File: config.mk
export PLATFORM = sky130hd
export DESIGN_NAME = life_step_engine
export DESIGN_NICKNAME = d
export VERILOG_FILES = /design/src/rtl/life_step_engine.sv
export SDC_FILE = /design/constraint.sdc
export NUM_CORES = 1
export LEC_CHECK = 0
export CAP_MARGIN = 20
export CORE_ASPECT_RATIO = 0.6
export CORE_UTILIZATION = 32
export DETAILED_ROUTE_END_ITERATION = 10
export PLACE_DENSITY_LB_ADDON = 0.3
export SETUP_SLACK_MARGIN = 0.15
export SKIP_LAST_GASP = 1
export SLEW_MARGIN = 5
export SYNTH_ARGS = -nofsm -noshare
export SYNTH_HDL_FRONTEND = slang
export SYNTH_SLANG_ARGS = --single-unit
File: constraint.sdc
create_clock -name clk -period 11.2 [get_ports clk]
set_input_delay 1.68 -clock clk [delete_from_list [all_inputs] [get_ports clk]]
set_output_delay 1.68 -clock clk [all_outputs]
set_load 0.05 [all_outputs]
File: src/rtl/life_step_engine.sv
// Conway's Life (B3/S23) generation stepper over a double-banked toroidal 1-bit cell RAM,
// mirroring every new cell to VRAM. Define LIFE_SEED_EN to enable the random seed-fill mode.
module life_step_engine #(
  parameter int unsigned GRID_W    = 160,
  parameter int unsigned GRID_H    = 120,
  parameter int unsigned BANK_SIZE = GRID_W * GRID_H
) (
  input  logic        clk,
  input  logic        rst_n,
  input  logic        step_i,
  input  logic        seed_i,
  input  logic        seed_bit_i,
  output logic [19:0] rd_addr_o,
  input  logic        rd_data_i,
  output logic [19:0] wr_addr_o,
  output logic        wr_data_o,
  output logic        wr_en_o,
  output logic [19:0] vram_addr_o,
  output logic        vram_wdata_o,
  output logic        vram_we_o,
  output logic        busy_o,
  output logic        done_o,
  output logic        bank_o
);

  localparam logic [7:0] XMax = 8'(GRID_W - 1);
  localparam logic [6:0] YMax = 7'(GRID_H - 1);

  typedef enum logic [2:0] {
    StIdle,
    StFetch,
    StDrain,
    StWrite,
    StSeed,
    StFinish
  } state_e;

  state_e      state_q;
  logic [7:0]  x_q;
  logic [6:0]  y_q;
  logic [3:0]  k_q;
  logic [3:0]  count_q;
  logic        centre_q;
  logic        bank_q;
  logic [19:0] rd_addr_q;
  logic [19:0] wr_addr_q;
  logic        wr_data_q;
  logic        wr_en_q;
  logic [19:0] vram_addr_q;
  logic        busy_q;
  logic        done_q;

  logic [3:0]  count_total;
  logic        last_cell;
  logic [7:0]  x_nxt;
  logic [6:0]  y_nxt;

`ifndef LIFE_SEED_EN
  logic unused_seed;
  assign unused_seed = seed_i ^ seed_bit_i;
`endif

  function automatic logic [19:0] cell_idx(input logic [7:0] cx, input logic [6:0] cy);
    return 20'(cy) * 20'(GRID_W) + 20'(cx);
  endfunction

  function automatic logic [19:0] bank_base(input logic b);
    return b ? 20'(BANK_SIZE) : 20'd0;
  endfunction

  // Address of neighbour kk (row-major over dy,dx in -1..1) around (cx,cy) with torus wrap.
  function automatic logic [19:0] nbr_addr(input logic [7:0] cx, input logic [6:0] cy,
                                           input logic [3:0] kk, input logic b);
    logic [7:0] nx;
    logic [6:0] ny;
    if (kk < 4'd3)      ny = (cy == 7'd0) ? YMax : cy - 7'd1;
    else if (kk < 4'd6) ny = cy;
    else                ny = (cy == YMax) ? 7'd0 : cy + 7'd1;
    case (kk)
      4'd0, 4'd3, 4'd6: nx = (cx == 8'd0) ? XMax : cx - 8'd1;
      4'd2, 4'd5, 4'd8: nx = (cx == XMax) ? 8'd0 : cx + 8'd1;
      default:          nx = cx;
    endcase
    return bank_base(b) + cell_idx(nx, ny);
  endfunction

  always_comb begin
    count_total = count_q + {3'b000, rd_data_i};
    last_cell   = (x_q == XMax) && (y_q == YMax);
    if (x_q == XMax) begin
      x_nxt = 8'd0;
      y_nxt = y_q + 7'd1;
    end else begin
      x_nxt = x_q + 8'd1;
      y_nxt = y_q;
    end
  end

  always_ff @(posedge clk or negedge rst_n) begin
    if (!rst_n) begin
      state_q     <= StIdle;
      x_q         <= 8'd0;
      y_q         <= 7'd0;
      k_q         <= 4'd0;
      count_q     <= 4'd0;
      centre_q    <= 1'b0;
      bank_q      <= 1'b0;
      rd_addr_q   <= 20'd0;
      wr_addr_q   <= 20'd0;
      wr_data_q   <= 1'b0;
      wr_en_q     <= 1'b0;
      vram_addr_q <= 20'd0;
      busy_q      <= 1'b0;
      done_q      <= 1'b0;
    end else begin
      done_q <= 1'b0;
      unique case (state_q)
        StIdle: begin
          wr_en_q <= 1'b0;
`ifdef LIFE_SEED_EN
          if (seed_i) begin
            state_q     <= StSeed;
            busy_q      <= 1'b1;
            x_q         <= 8'd0;
            y_q         <= 7'd0;
            wr_en_q     <= 1'b1;
            wr_data_q   <= seed_bit_i;
            wr_addr_q   <= bank_base(bank_q);
            vram_addr_q <= 20'd0;
          end else
`endif
          if (step_i) begin
            state_q   <= StFetch;
            busy_q    <= 1'b1;
            x_q       <= 8'd0;
            y_q       <= 7'd0;
            k_q       <= 4'd0;
            count_q   <= 4'd0;
            centre_q  <= 1'b0;
            rd_addr_q <= nbr_addr(8'd0, 7'd0, 4'd0, bank_q);
          end
        end
        StFetch: begin
          // Data returning now belongs to the read issued for k-1.
          if (k_q != 4'd0) begin
            if (k_q == 4'd5) centre_q <= rd_data_i;
            else             count_q  <= count_total;
          end
          if (k_q == 4'd8) begin
            state_q <= StDrain;
            k_q     <= 4'd0;
          end else begin
            k_q       <= k_q + 4'd1;
            rd_addr_q <= nbr_addr(x_q, y_q, k_q + 4'd1, bank_q);
          end
        end
        StDrain: begin
          state_q     <= StWrite;
          wr_data_q   <= (count_total == 4'd3) || (centre_q && (count_total == 4'd2));
          wr_en_q     <= 1'b1;
          wr_addr_q   <= bank_base(~bank_q) + cell_idx(x_q, y_q);
          vram_addr_q <= cell_idx(x_q, y_q);
        end
        StWrite: begin
          wr_en_q  <= 1'b0;
          count_q  <= 4'd0;
          centre_q <= 1'b0;
          if (last_cell) begin
            state_q <= StFinish;
            done_q  <= 1'b1;
            bank_q  <= ~bank_q;
          end else begin
            state_q   <= StFetch;
            x_q       <= x_nxt;
            y_q       <= y_nxt;
            rd_addr_q <= nbr_addr(x_nxt, y_nxt, 4'd0, bank_q);
          end
        end
`ifdef LIFE_SEED_EN
        StSeed: begin
          if (last_cell) begin
            state_q <= StFinish;
            done_q  <= 1'b1;
            wr_en_q <= 1'b0;
          end else begin
            x_q         <= x_nxt;
            y_q         <= y_nxt;
            wr_data_q   <= seed_bit_i;
            wr_addr_q   <= bank_base(bank_q) + cell_idx(x_nxt, y_nxt);
            vram_addr_q <= cell_idx(x_nxt, y_nxt);
          end
        end
`endif
        StFinish: begin
          state_q <= StIdle;
          busy_q  <= 1'b0;
        end
        default: begin
          state_q <= StIdle;
          busy_q  <= 1'b0;
          wr_en_q <= 1'b0;
        end
      endcase
    end
  end

  assign rd_addr_o    = rd_addr_q;
  assign wr_addr_o    = wr_addr_q;
  assign wr_data_o    = wr_data_q;
  assign wr_en_o      = wr_en_q;
  assign vram_addr_o  = vram_addr_q;
  assign vram_wdata_o = wr_data_q;
  assign vram_we_o    = wr_en_q;
  assign busy_o       = busy_q;
  assign done_o       = done_q;
  assign bank_o       = bank_q;

endmodule

# Word-level counts from Yosys, hierarchy flattened
# Cells that the tools add are included.
dict set report op_classes {
  eq_ne 22
  n_reduce_logical 25
  n_bitwise 2
  multipliers 4
  n_mux 53
  add_sub_neg 16
  order_cmp 2
}
# cell count
set ops {}
lappend ops {{$mux 7} 14}
lappend ops {{$mux 8} 11}
lappend ops {{$add 15x8->16} 4}
lappend ops {{$mux 20} 3}
lappend ops {{$pmux 20 s3} 1}
lappend ops {{$add 20x16->20} 2}
lappend ops {{$mul 7x3->10 const B} 4}
lappend ops {{$pmux 8 s2} 2}
lappend ops {{$mux 15} 2}
lappend ops {{$add 15x20->20} 1}
lappend ops {{$add 15x16->17} 1}
lappend ops {{$eq 4x2->1 const B} 4}
lappend ops {{$logic_not 8->1} 2}
lappend ops {{$mux 4} 4}
lappend ops {{$sub 8x1->8 const B} 2}
lappend ops {{$logic_not 7->1} 2}
lappend ops {{$ne 2x2->1 const B} 7}
lappend ops {{$pmux 7 s2} 1}
lappend ops {{$sub 7x1->7 const B} 2}
lappend ops {{$eq 4x3->1 const B} 3}
lappend ops {{$pmux 3 s4} 1}
lappend ops {{$pmux 4 s3} 1}
lappend ops {{$reduce_and 4->1} 3}
lappend ops {{$mux 3} 3}
lappend ops {{28 further kinds} 44}
dict set report totals {
  output_inout_bits 67
  regBits 92
  inputBits 6
}

# Depth between registers and ports, before layout
dict set report depth {
  depth_word 11
  mapped_depth 24
  ltp_nobuf 22
}

# Least setup slack after synthesis
# OpenSTA, ideal clock, no wires.
dict set report synth_path {
  path_kind {reg-to-reg}
  startpoint {register x_q[1]}
  endpoint {register rd_addr_q[14] (netlist: rd_addr_o[14])}
  setup_ns 0.082
  stages_incl_launch_ff 24
  arrival_time_ns 4.795
  n_path_buf 2
  path_slack_ns 6.323
  path_cell_list {dfrtp_1 > ha_1 > buf_2 > nand4_1 > nor2_2 > clkbuf_1 > nor2_1 > a21oi_1 > ha_1 > nand3_2 > nor3b_4 > a21oi_1 > ha_1 > ha_1 > fa_1 > a21oi_1 > nor2_1 > nor2_1 > nor2b_1 > o21a_1 > ha_1 > nor4_1 > nor3_1 > a31oi_1}
}
dict set report synth_via {
  elab_chain_cells 11
  word_cells_on_any_way 31
  classes_between {add/sub: 8; mul: 1; eq/ne: 2; mux: 15; reduce/logical: 5}
}
# element line
set synth_rtl {}
lappend synth_rtl {{start: declaration} 39} ;# logic [7:0] x_q;
lappend synth_rtl {{start signal: assignment} 174} ;# x_q <= x_nxt;
lappend synth_rtl {{$eq 8x8->1} {81, 89, 90}}
lappend synth_rtl {{$mux 7} 90} ;# if (x_q == XMax) begin
lappend synth_rtl {{$sub 7x1->7 / $logic_not 7->1 (equally long branches)} 76} ;# if (kk < 4'd3) ny = (cy == 7'd0) ? YMax : cy - 7'd1;
lappend synth_rtl {{$mux 7} 76}
lappend synth_rtl {{$mux 7} 168} ;# if (last_cell) begin
lappend synth_rtl {{$mux 7} 117} ;# unique case (state_q)
lappend synth_rtl {{$mul 7x3->10} 64} ;# return 20'(cy) * 20'(GRID_W) + 20'(cx);
lappend synth_rtl {{$add 15x8->16} 64}
lappend synth_rtl {{$add 15x16->17} 84} ;# return bank_base(b) + cell_idx(nx, ny);
lappend synth_rtl {{$mux 20} 168}
lappend synth_rtl {{$pmux 20 s3} 117}
lappend synth_rtl {{end signal: assignment} 140} ;# rd_addr_q <= nbr_addr(8'd0, 7'd0, 4'd0, bank_q);
lappend synth_rtl {{end signal: assignment} 154} ;# rd_addr_q <= nbr_addr(x_q, y_q, k_q + 4'd1, bank_q);
lappend synth_rtl {{end signal: assignment} 176} ;# rd_addr_q <= nbr_addr(x_nxt, y_nxt, 4'd0, bank_q);
lappend synth_rtl {{end: declaration} 45} ;# logic [19:0] rd_addr_q;
# Several ways; a longest one is shown, not always the timed one. The select of a mux whose other input is x is not followed.
# A chain may end at the register's enable or synchronous reset.

# Final worst setup path
dict set report layout_path {
  startpoint {register x_q[0]}
  endpoint {register rd_addr_q[13] (netlist: rd_addr_o[13])}
}
# Same word-level chain as after synthesis.

==> implementation parameters <==
Parameter                              Value

Final layout
  Ant. Diodes ... 0
  Sequential cell area ... ~1800 µm²
  Net count of the finished layout ... 881
  Share of cells above drive strength 1 ... roughly 4.6%
  Final-layout fill cell count ... 1,996
  Combined area of the multi-input logic cells ... around 4200 µm²
  Area Overhead vs Synth ... 15.6%

Place
  DP Wirelength ... approximately 13,000 µm
  Gp weighted congestion ... between 0.8 and 0.9
  # port buffers ... 59

Logic synthesis
  Ranking of synthesized cells by instance count ... nand2_1, o21ai_0, dfrtp_1
  Cell type with the largest total area after synthesis ... dfrtp_1
  Share of async-settable or async-resettable flops after synthesis ... between 90% and 100%
  Fraction of synthesized cell area taken by the top area cell type ... roughly 28%
  Number of synthesized flops with an enable pin ... 0
  Summed instance area of the synthesized netlist ... 6460 µm²
  Per-instance average area after synthesis ... 8.34 µm²
  Prevailing post-synth register cell ... dfrtp_1
  Unique masters post-synth ... 69
  Synth warnings ... 0
  Post-synthesis cell count ... 775
  Biggest area contributors in the synthesized netlist ... dfrtp_1, ha_1, o21ai_0
  Share of the yosys chip area belonging to registers ... between 20% and 30%
  #FFs+latches synth ... 73
  Most common cell in the synthesized netlist ... nand2_1

Die
  Starting utilization of the core area ... 33.3%
  Die H ... 112 µm
  Number of placement rows ... 39
  Area of the die ... approximately 21,000 µm²
  Core Region ... 19,400 µm²
  Die width ... ~190 µm
  I/O Pins ... 73

CTS
  Count of instances resized after the clock tree is built ... 0
  Clock tree from TritonCTS ... built
  Maximum clock path buffer count ... 2
  Total CTS buffers ... 9
  Clock insertion delay at the later pin of the skew report ... between 0.3 and 0.4 ns
  Number of post-CTS setup repair buffers ... 0
  Number of hold-repair buffers added at the cts stage ... 0
  Clock root cell ... clkbuf_16
  CTS sink cnt ... 73
  H-tree depth ... 3
  Clock transition at the registers of the reported paths ... roughly 0.060 ns

Worst setup path
  Crit path arrival time ... about 6.3 ns
  Endpoint kind of the worst setup timing path ... register
  Chain of cells forming the critical path ... ha_1 -> nand4_1 -> nor2_2 -> nor2_1 -> a21oi_1 -> ha_1 -> nand3_2 -> o32ai_1 -> xor2_1 -> ha_1 -> ha_1 -> a21o_1 -> a21oi_1 -> xnor2_1 -> ha_1 -> nand2_1 -> nor2_1 -> o21ai_0 -> xor2_1 -> nor2_1 -> o22ai_1
  Terminus of the critical flop-to-flop path ... rd_addr_o[13]
  Slowest library cell on the worst path ... nor2_2
  FF-to-FF Start ... x_q[0]
  Data required time of the critical path ... 11.46 ns
  Setup slack of the most critical reg-to-reg path ... between 5 and 6 ns
  Largest driver fanout on the critical path ... 17
  Worst path most repeated cell ... ha_1
  Type of origin of the critical path ... register
  Count of cells along the worst register-to-register path ... 21
  Critical Path Start ... x_q[0]
  Kind of critical path ... register to register
  Delay of the slowest critical-path stage ... approximately 0.84 ns

Detailed routing
  Number of nets still failing antenna checks after routing ... 0
  Routed Wire Length ... 17,300 µm
  Number of search-and-repair iterations in the first detailed-routing pass ... 5
  DRC viols ... 0
  Number of DRC violations after detailed-routing iteration 0 ... around 460
  Post-detailed-route wirelength per cell ... roughly 16 µm
  Via density per instance ... approximately 5.2
  Total number of vias ... 5,640

Global routing
  Total global routing track utilization ... between 15 and 20%
  Global-route wire length before repair ... between 20,000 and 30,000 µm
  Largest net degree at the start of global routing ... 63
  Congestion Overflow GR ... 0
  Number of antenna violations at the first check in global routing ... 0
  Via count of the first global-routing pass ... 4,885

Min path
  Worst hold path startpoint ... wr_addr_o[13]
  Path type of the worst min-delay path ... register to register
  Endpoint, Worst Hold ... wr_addr_o[13]
  Hold-critical path depth ... 2

Timing
  Period utilization ... between 50 and 60%
  Number of setup violations in the final report ... 0
  Unrepaired setup endpoints after global routing ... false
  Max Freq ... about 170 MHz
  Worst slew slack as a fraction of its limit ... approximately a third
  Worst Skew ... slightly below 0.009 ns
  Min Clock Period, post-route ... about 6.0 ns
  Worst slew pin tran ... a little over 1 ns
  Setup tns final ... 0 ns
  Pins over their slew limit ... 0
  Number of failing hold endpoints at the final stage ... 0

Run status
  Run status ... complete, no violations

Flow run
  MaxCap Viol Count ... 0
-- final cells by class --
| type | count | share of cell area (%) |
|---|---|---|
| clock buffer | 13 | 3.22 |
| clock inverter | 3 | 0.871 |
| inverter | 30 | 1.51 |
| multi-input combinational | 622 | 56.7 |
| sequential | 73 | 24.5 |
| tap | 266 | 4.46 |
| timing repair buffer | 68 | 8.78 |
-- through the flow --
stage | cell area (µm²) | worst slack, ns | util (%) | hold WS, ns | std cells
finish | 7470 | 5.17 | 38.5 | 0.474 | 1075
global route | 7470 | 4.72 | 38.5 | 0.504 | 1075
CTS | 7470 | 5.25 | 38.5 | 0.480 | 1075
detailed placement | 7160 | 5.27 | 37.0 | 0.465 | 1059
global placement | 7160 | 5.33 | 37.0 | 0.463 | 1059
floorplan | 6500 | 6.32 | - | 0.454 | 785
-- sequential cells by signal (all words and copies together), names as in the netlist --
name	flops
y_q	7
bank_o	1
state_q	3
count_q	4
k_q	4
x_q	8
busy_o	1
centre_q	1
done_o	1
vram_addr_o	16
rd_addr_o	16
wr_addr_o	9
vram_we_o	1
vram_wdata_o	1
-- logic make-up after synthesis --
| group | synth area share (%) |
|---|---|
| AO/OA/AOI/OAI | 20.9 |
| XOR/XNOR | 8.43 |
| adder cells (fa/ha/maj) | 14.6 |
| buffers and inverters | 6.82 |
| flip-flops | 28.3 |
| multiplexers | 1.94 |
| other | 0.0581 |
| AND/OR/NAND/NOR | 19.0 |
-- worst max-delay path, delay by kind of cell (launching register included) --
| kind | cells | cell delay [ns] |
|---|---|---|
| compound gates | 6 | 1.35 |
| xor+xnor | 3 | 0.78 |
| fa+ha+maj | 5 | 1.55 |
| simple gates | 7 | 1.73 |
| flops | 1 | 0.53 |
-- worst max-delay path by stage --
stage	to	slack [ns]	depth (start not counted)
global placement	rd_addr_o[14]	5.33	21
global route	rd_addr_o[14]	4.72	21
CTS	rd_addr_o[14]	5.25	21
detailed placement	rd_addr_o[14]	5.27	21
floorplan	rd_addr_o[14]	6.32	23
finish	rd_addr_o[13]	5.17	21
-- cell usage in the layout, fill, tap and decap left out, types with 8 or more instances in the layout --
cell and count:
o21ai_0 77, nor3_1 16, inv_1 30, a31oi_1 13, dfrtp_1 73, xor2_1 24
conb_1 11, clkdlybuf4s50_1 58, mux2i_1 8, ha_1 64, buf_4 10, a21o_1 14
xnor2_1 31, a21oi_1 48, nor2b_1 15, nand2_1 94, clkbuf_16 9, nand3_1 14
nor2_1 59
-- per-layer routing --
layer | vias to the layer above | track usage [%] | wire, µm
met5 | - | 0 | 0
met1 | 2704 | 30.0 | 9950
met2 | 141 | 20.6 | 6330
li1 | 2785 | - | -
met3 | 10 | 3.02 | 912
met4 | 0 | 3.03 | 108
Power is not shown: default switching activity piles up to over one toggle a cycle in this logic, so the estimate is an artifact.
